File: config.mk
export PLATFORM = sky130hd
export DESIGN_NAME = simon_data_out_flat
export DESIGN_NICKNAME = d
export VERILOG_FILES = /design/src/rtl/simon_data_out_if.sv /design/src/rtl/simon_data_out.sv /design/src/flat_wrapper.sv
export SDC_FILE = /design/constraint.sdc
export NUM_CORES = 1
export LEC_CHECK = 0
export BUFFER_PORTS_ARGS = -buffer_cell sky130_fd_sc_hd__buf_2
export CAP_MARGIN = 20
export CORE_MARGIN = 2
export CORE_UTILIZATION = 37
export DETAILED_ROUTE_END_ITERATION = 10
export PLACE_DENSITY = 0.76
export SYNTH_ARGS = -nofsm -noshare
export SYNTH_HDL_FRONTEND = slang
export SYNTH_SLANG_ARGS = --single-unit
File: constraint.sdc
create_clock -name clk -period 2.2 [get_ports clk]
set_input_delay 0.11 -clock clk [delete_from_list [all_inputs] [get_ports clk]]
set_output_delay 0.11 -clock clk [all_outputs]
set_load 0.005 [all_outputs]
File: src/rtl/simon_data_out_if.sv
// simon_data_out_if: core-side result handshake and host-side packet handshake of the SIMON output packetiser
interface simon_data_out_if #(parameter int N = 16) ();
  logic doneDATA;
  logic [1:0][N-1:0] outDATA;
  logic lastBLK;
  logic [7:0] infoIN;
  logic [7:0] countIN;
  logic loadOUT;
  logic readyPKT;
  logic ackPKT;
  logic [(1+N/2):0][7:0] out;
  logic busy;
  modport master (
    output doneDATA, outDATA, lastBLK, infoIN, countIN, ackPKT,
    input loadOUT, readyPKT, out, busy
  );
  modport slave (
    input doneDATA, outDATA, lastBLK, infoIN, countIN, ackPKT,
    output loadOUT, readyPKT, out, busy
  );
endinterface

File: src/rtl/simon_data_out.sv
// simon_data_out: packs one or two 2N-bit result blocks into an info/count/payload packet for the host
module simon_data_out #(
  parameter int N = 16,
  parameter logic [7:0] INFO_FLAG = 8'h80
) (
  input logic clk,
  input logic R,
  simon_data_out_if.slave bus
);
  typedef enum logic [2:0] {IDLE, ACK0, WAIT1, ACK1, SEND, REL} state_t;
  state_t state, stateNxt;
  logic loadReg, loadNxt, lastReg, lastNxt;
  logic [(1+N/2):0][7:0] outReg, outNxt;
  always_ff @(posedge clk) begin
    if (R) begin
      state <= IDLE;
      loadReg <= 1'b0;
      lastReg <= 1'b0;
      outReg <= '0;
    end else begin
      state <= stateNxt;
      loadReg <= loadNxt;
      lastReg <= lastNxt;
      outReg <= outNxt;
    end
  end
  // ACK states drop loadOUT first and advance one cycle later, so readyPKT trails the final loadOUT fall by a cycle
  always_comb begin
    stateNxt = state;
    loadNxt = loadReg;
    lastNxt = lastReg;
    outNxt = outReg;
    case (state)
      IDLE: if (bus.doneDATA) begin
        outNxt = {bus.infoIN | INFO_FLAG, bus.countIN, bus.outDATA, {(2*N){1'b0}}};
        lastNxt = bus.lastBLK;
        loadNxt = 1'b1;
        stateNxt = ACK0;
      end
      ACK0: if (loadReg) loadNxt = bus.doneDATA;
            else stateNxt = lastReg ? SEND : WAIT1;
      WAIT1: if (bus.doneDATA) begin
        outNxt[N/4-1:0] = bus.outDATA;
        loadNxt = 1'b1;
        stateNxt = ACK1;
      end
      ACK1: if (loadReg) loadNxt = bus.doneDATA;
            else stateNxt = SEND;
      SEND: stateNxt = bus.ackPKT ? REL : SEND;
      REL: stateNxt = bus.ackPKT ? REL : IDLE;
      default: stateNxt = IDLE;
    endcase
  end
  assign bus.loadOUT = loadReg;
  assign bus.readyPKT = state == SEND;
  assign bus.busy = state != IDLE;
  assign bus.out = outReg;
endmodule
File: src/flat_wrapper.sv
// flat-port wrapper written by rule: the top's interface ports become plain ports
module simon_data_out_flat 
#(
  parameter int N = 16,
  parameter logic [7:0] INFO_FLAG = 8'h80
)
  (clk, R, bus_doneDATA, bus_outDATA, bus_lastBLK, bus_infoIN, bus_countIN, bus_ackPKT, bus_loadOUT, bus_readyPKT, bus_out, bus_busy);
  simon_data_out_if #(.N(N)) bus_i ();
  input logic clk;
  input logic R;
  input wire logic [$bits(bus_i.doneDATA)-1:0] bus_doneDATA;
  input wire logic [$bits(bus_i.outDATA)-1:0] bus_outDATA;
  input wire logic [$bits(bus_i.lastBLK)-1:0] bus_lastBLK;
  input wire logic [$bits(bus_i.infoIN)-1:0] bus_infoIN;
  input wire logic [$bits(bus_i.countIN)-1:0] bus_countIN;
  input wire logic [$bits(bus_i.ackPKT)-1:0] bus_ackPKT;
  output wire logic [$bits(bus_i.loadOUT)-1:0] bus_loadOUT;
  output wire logic [$bits(bus_i.readyPKT)-1:0] bus_readyPKT;
  output wire logic [$bits(bus_i.out)-1:0] bus_out;
  output wire logic [$bits(bus_i.busy)-1:0] bus_busy;
  assign bus_i.doneDATA = bus_doneDATA;
  assign bus_i.outDATA = bus_outDATA;
  assign bus_i.lastBLK = bus_lastBLK;
  assign bus_i.infoIN = bus_infoIN;
  assign bus_i.countIN = bus_countIN;
  assign bus_i.ackPKT = bus_ackPKT;
  assign bus_loadOUT = bus_i.loadOUT;
  assign bus_readyPKT = bus_i.readyPKT;
  assign bus_out = bus_i.out;
  assign bus_busy = bus_i.busy;
  simon_data_out #(.N(N), .INFO_FLAG(INFO_FLAG)) u_core (.clk(clk), .R(R), .bus(bus_i));
endmodule
==> summary.txt <==
Placement
  • Port bufs: 134
  • Routability Congestion: 0.7458
  • DPL Wire Length: 5594 um
  • Post-Place Cells: 601

STA
  • Slew margin rel.: 52.05%
  • Fin crit period: 1709 ps
  • Final Hold Fails: 0
  • Setup TNS: 0 ps
  • Worst slew pin tran: 719.3 ps
  • Clock skew: 9.262 ps
  • Final worst path period share: 77.69%
  • Fmax: 585.1 MHz
  • Max Slew Vio Count: 0
  • RSZ-0062 raised after global routing: false
  • Setup violations, final: 0

Drt
  • Via Count: 3160
  • Antenna-violating nets left: 0
  • Total Wirelength: 8695 um
  • Average wire per standard cell: 13.30 um
  • DRC viols: 0
  • Initial DRC Count: 139
  • First drt pass iteration count: 4
  • Post-DR vias/cell: 4.832

Floorplanning
  • Starting density of the core: 37.75%
  • FP Rows: 33
  • Die X: 95.10 um
  • Core area: 8134 um2
  • Die footprint: 9043 um2
  • I/O Pins: 136
  • Die H: 95.10 um

Synth
  • Mapped Avg Cell Area: 8.017 um2
  • Synth Register Bits: 85
  • Top post-synthesis cells by count: 128 x nand2_1, 85 x dfxtp_1, 81 x a21oi_1, 32 x nand3_1, 19 x clkbuf_1
  • EDFF count, synth: 0
  • Post-Syn Area: 3070 um2
  • Most frequent cell after synthesis: nand2_1
  • Synth warn: 0
  • Synth unique cells: 23
  • Yosys top cell by area: dfxtp_1
  • Register area share after synthesis: 55.42%
  • Synth area leaders: dfxtp_1 55%, nand2_1 16%, a21oi_1 13%
  • Main flop type after synthesis: dfxtp_1
  • Cells after Synth: 383
  • Top cell type's share of synthesized area: 55.42%
  • Net Count, Synth: 436
  • Post-synth ARST share: 0%

Power
  • Worst VDD drop: 552.5 uV
  • Leakage: 1.979 nW
  • Power density over the cells: 773.4 nW/um2

Clock tree
  • Clk pin slew, worst setup/hold paths: 100 ps
  • Total CTS buffers: 9
  • Clk sinks: 85
  • Hold buffer count at cts: 37
  • CTS tree: built
  • CTS-repair resized insts: 0
  • Clock Root Buffer: clkbuf_8
  • Clk buf depth: 2
  • H-tree Lvls: 3
  • Worst-skew pair later-pin latency: 350 ps
  • Post-CTS Setup Repair Bufs: 0

Critical path
  • Startpoint types: flip-flop
  • R2r setup slk: 490 ps
  • Critical Path RT: 2420 ps
  • Setup crit start: u_core.state[0]$_SDFFE_PP0P_
  • CP endpoint kind: flip-flop
  • R2r startpoint: u_core.state[0]$_SDFFE_PP0P_
  • CP Class: flip-flop to flip-flop
  • FF-to-FF End: u_core.bus.out[69]$_SDFFE_PP0P_
  • Critical path data arrival time: 1930 ps
  • Reg2Reg Depth: 4
  • Critical path peak fanout: 26

Worst hold path
  • Cells on Worst Hold Path: 3
  • Hold endpoint: u_core.bus.out[46]$_SDFFE_PP0P_
  • Hold_sp: bus_outDATA[14]
  • Hold Crit Class: input port to flip-flop

Global routing
  • Global-route wire length before repair: 13690 um
  • Largest net degree at the start of global routing: 40
  • Overflow after GRT: 0
  • Vias in the first global route: 2962
  • Antenna violations before repair: 0
  • Total GRT Usage: 19.17%

Final layout
  • Final Non-Filler Cells: 654
  • Core Util, Final: 54.51%
  • Area Growth Syn to Fin: 44.42%
  • Layout cells sized above 1: 30.05%
  • Antenna diode count: 0
  • Final net count: 597

Run status
  • Outcome: completed

Flow run
  • Max-cap viol count: 0
[routing by layer]
metal | vias up | global-route usage, % | routed length (um)
met5 | - | 0 | 0
met4 | 0 | 5.918 | 133
met3 | 14 | 6.087 | 619
met2 | 109 | 33.10 | 4291
met1 | 1455 | 22.65 | 3650
li1 | 1582 | - | -
[how the worst max path moves through the flow]
stage / to / slack (ps)
2_1_floorplan: u_core.bus.out[37]$_SDFFE_PP0P_ / 770
3_3_place_gp: u_core.bus.out[61]$_SDFFE_PP0P_ / 540
3_5_place_dp: u_core.bus.out[69]$_SDFFE_PP0P_ / 500
4_1_cts: u_core.bus.out[69]$_SDFFE_PP0P_ / 490
5_1_grt: u_core.bus.out[20]$_SDFFE_PP0P_ / 370
6_report: u_core.bus.out[69]$_SDFFE_PP0P_ / 490
[registers in the layout, indices dropped and copies added (netlist names)]
| name | cells |
|---|---|
| u_core.bus.loadOUT | 1 |
| u_core.bus.out | 80 |
| u_core.lastReg | 1 |
| u_core.state | 3 |
[where the power goes]
part | total (mW) | internal (mW) | switching (mW) | leakage, nW
logic | 0.499 | 0.223 | 0.276 | 1.17
registers | 1.67 | 1.62 | 0.0488 | 0.693
clock network | 1.26 | 0.658 | 0.602 | 0.112
total | 3.43 | 2.50 | 0.927 | 1.98
[cell families after synthesis]
kind of cell    after synthesis  share of synthesized area [%]
mux                           1                         0.3260
compound gates               87                          14.55
buf+inv                      32                          4.808
simple gates                178                          24.90
flops                        85                          55.42
[layout make-up]
class,count,area [um2]
Clock buffer,9,123.9
Timing Repair Buffer,182,1136
Tap cell,105,131.4
Clock inverter,7,105.1
Multi-Input combinational cell,266,1236
Fill cell,758,3700
Sequential cell,85,1702
[critical path: stages, from the launching register on]
cell	delay [ps]
dfxtp_1	460
or4b_2	700
buf_4	250
nand2_1	100
a21oi_1	70
[stage by stage]
step                      total power [mW]  cell area (um2)  setup WS (ps)  hold slack, ps
after floorplan                      1.949             3070          767.0           246.0
after detailed placement             2.154             3835          502.0           355.6
after CTS                            3.460             4434          491.1          0.2883
after global routing                 3.581             4434          369.1           5.314
after global placement               2.137             3835          542.8           351.2
final                                3.430             4434          490.8           11.96
[cell usage in the layout (no fill, tap or decap), drive strengths merged]
cell         instances
inv                  3
nand3               32
bufinv               2
clkbuf               9
nor4b                1
nor3                 3
a2bb2oi              1
or3b                 1
buf                145
clkinv               1
nor3b                2
a21oi               81
or4b                 1
nor2b                4
o21bai               1
clkinvlp             1
a211oi               2
mux2i                1
or3                  1
nor2                 3
nand2b               2
dfxtp               85
dlygate4sd3         37
o21ai                2
nand2              128
Power figures use the tool's default switching activity.
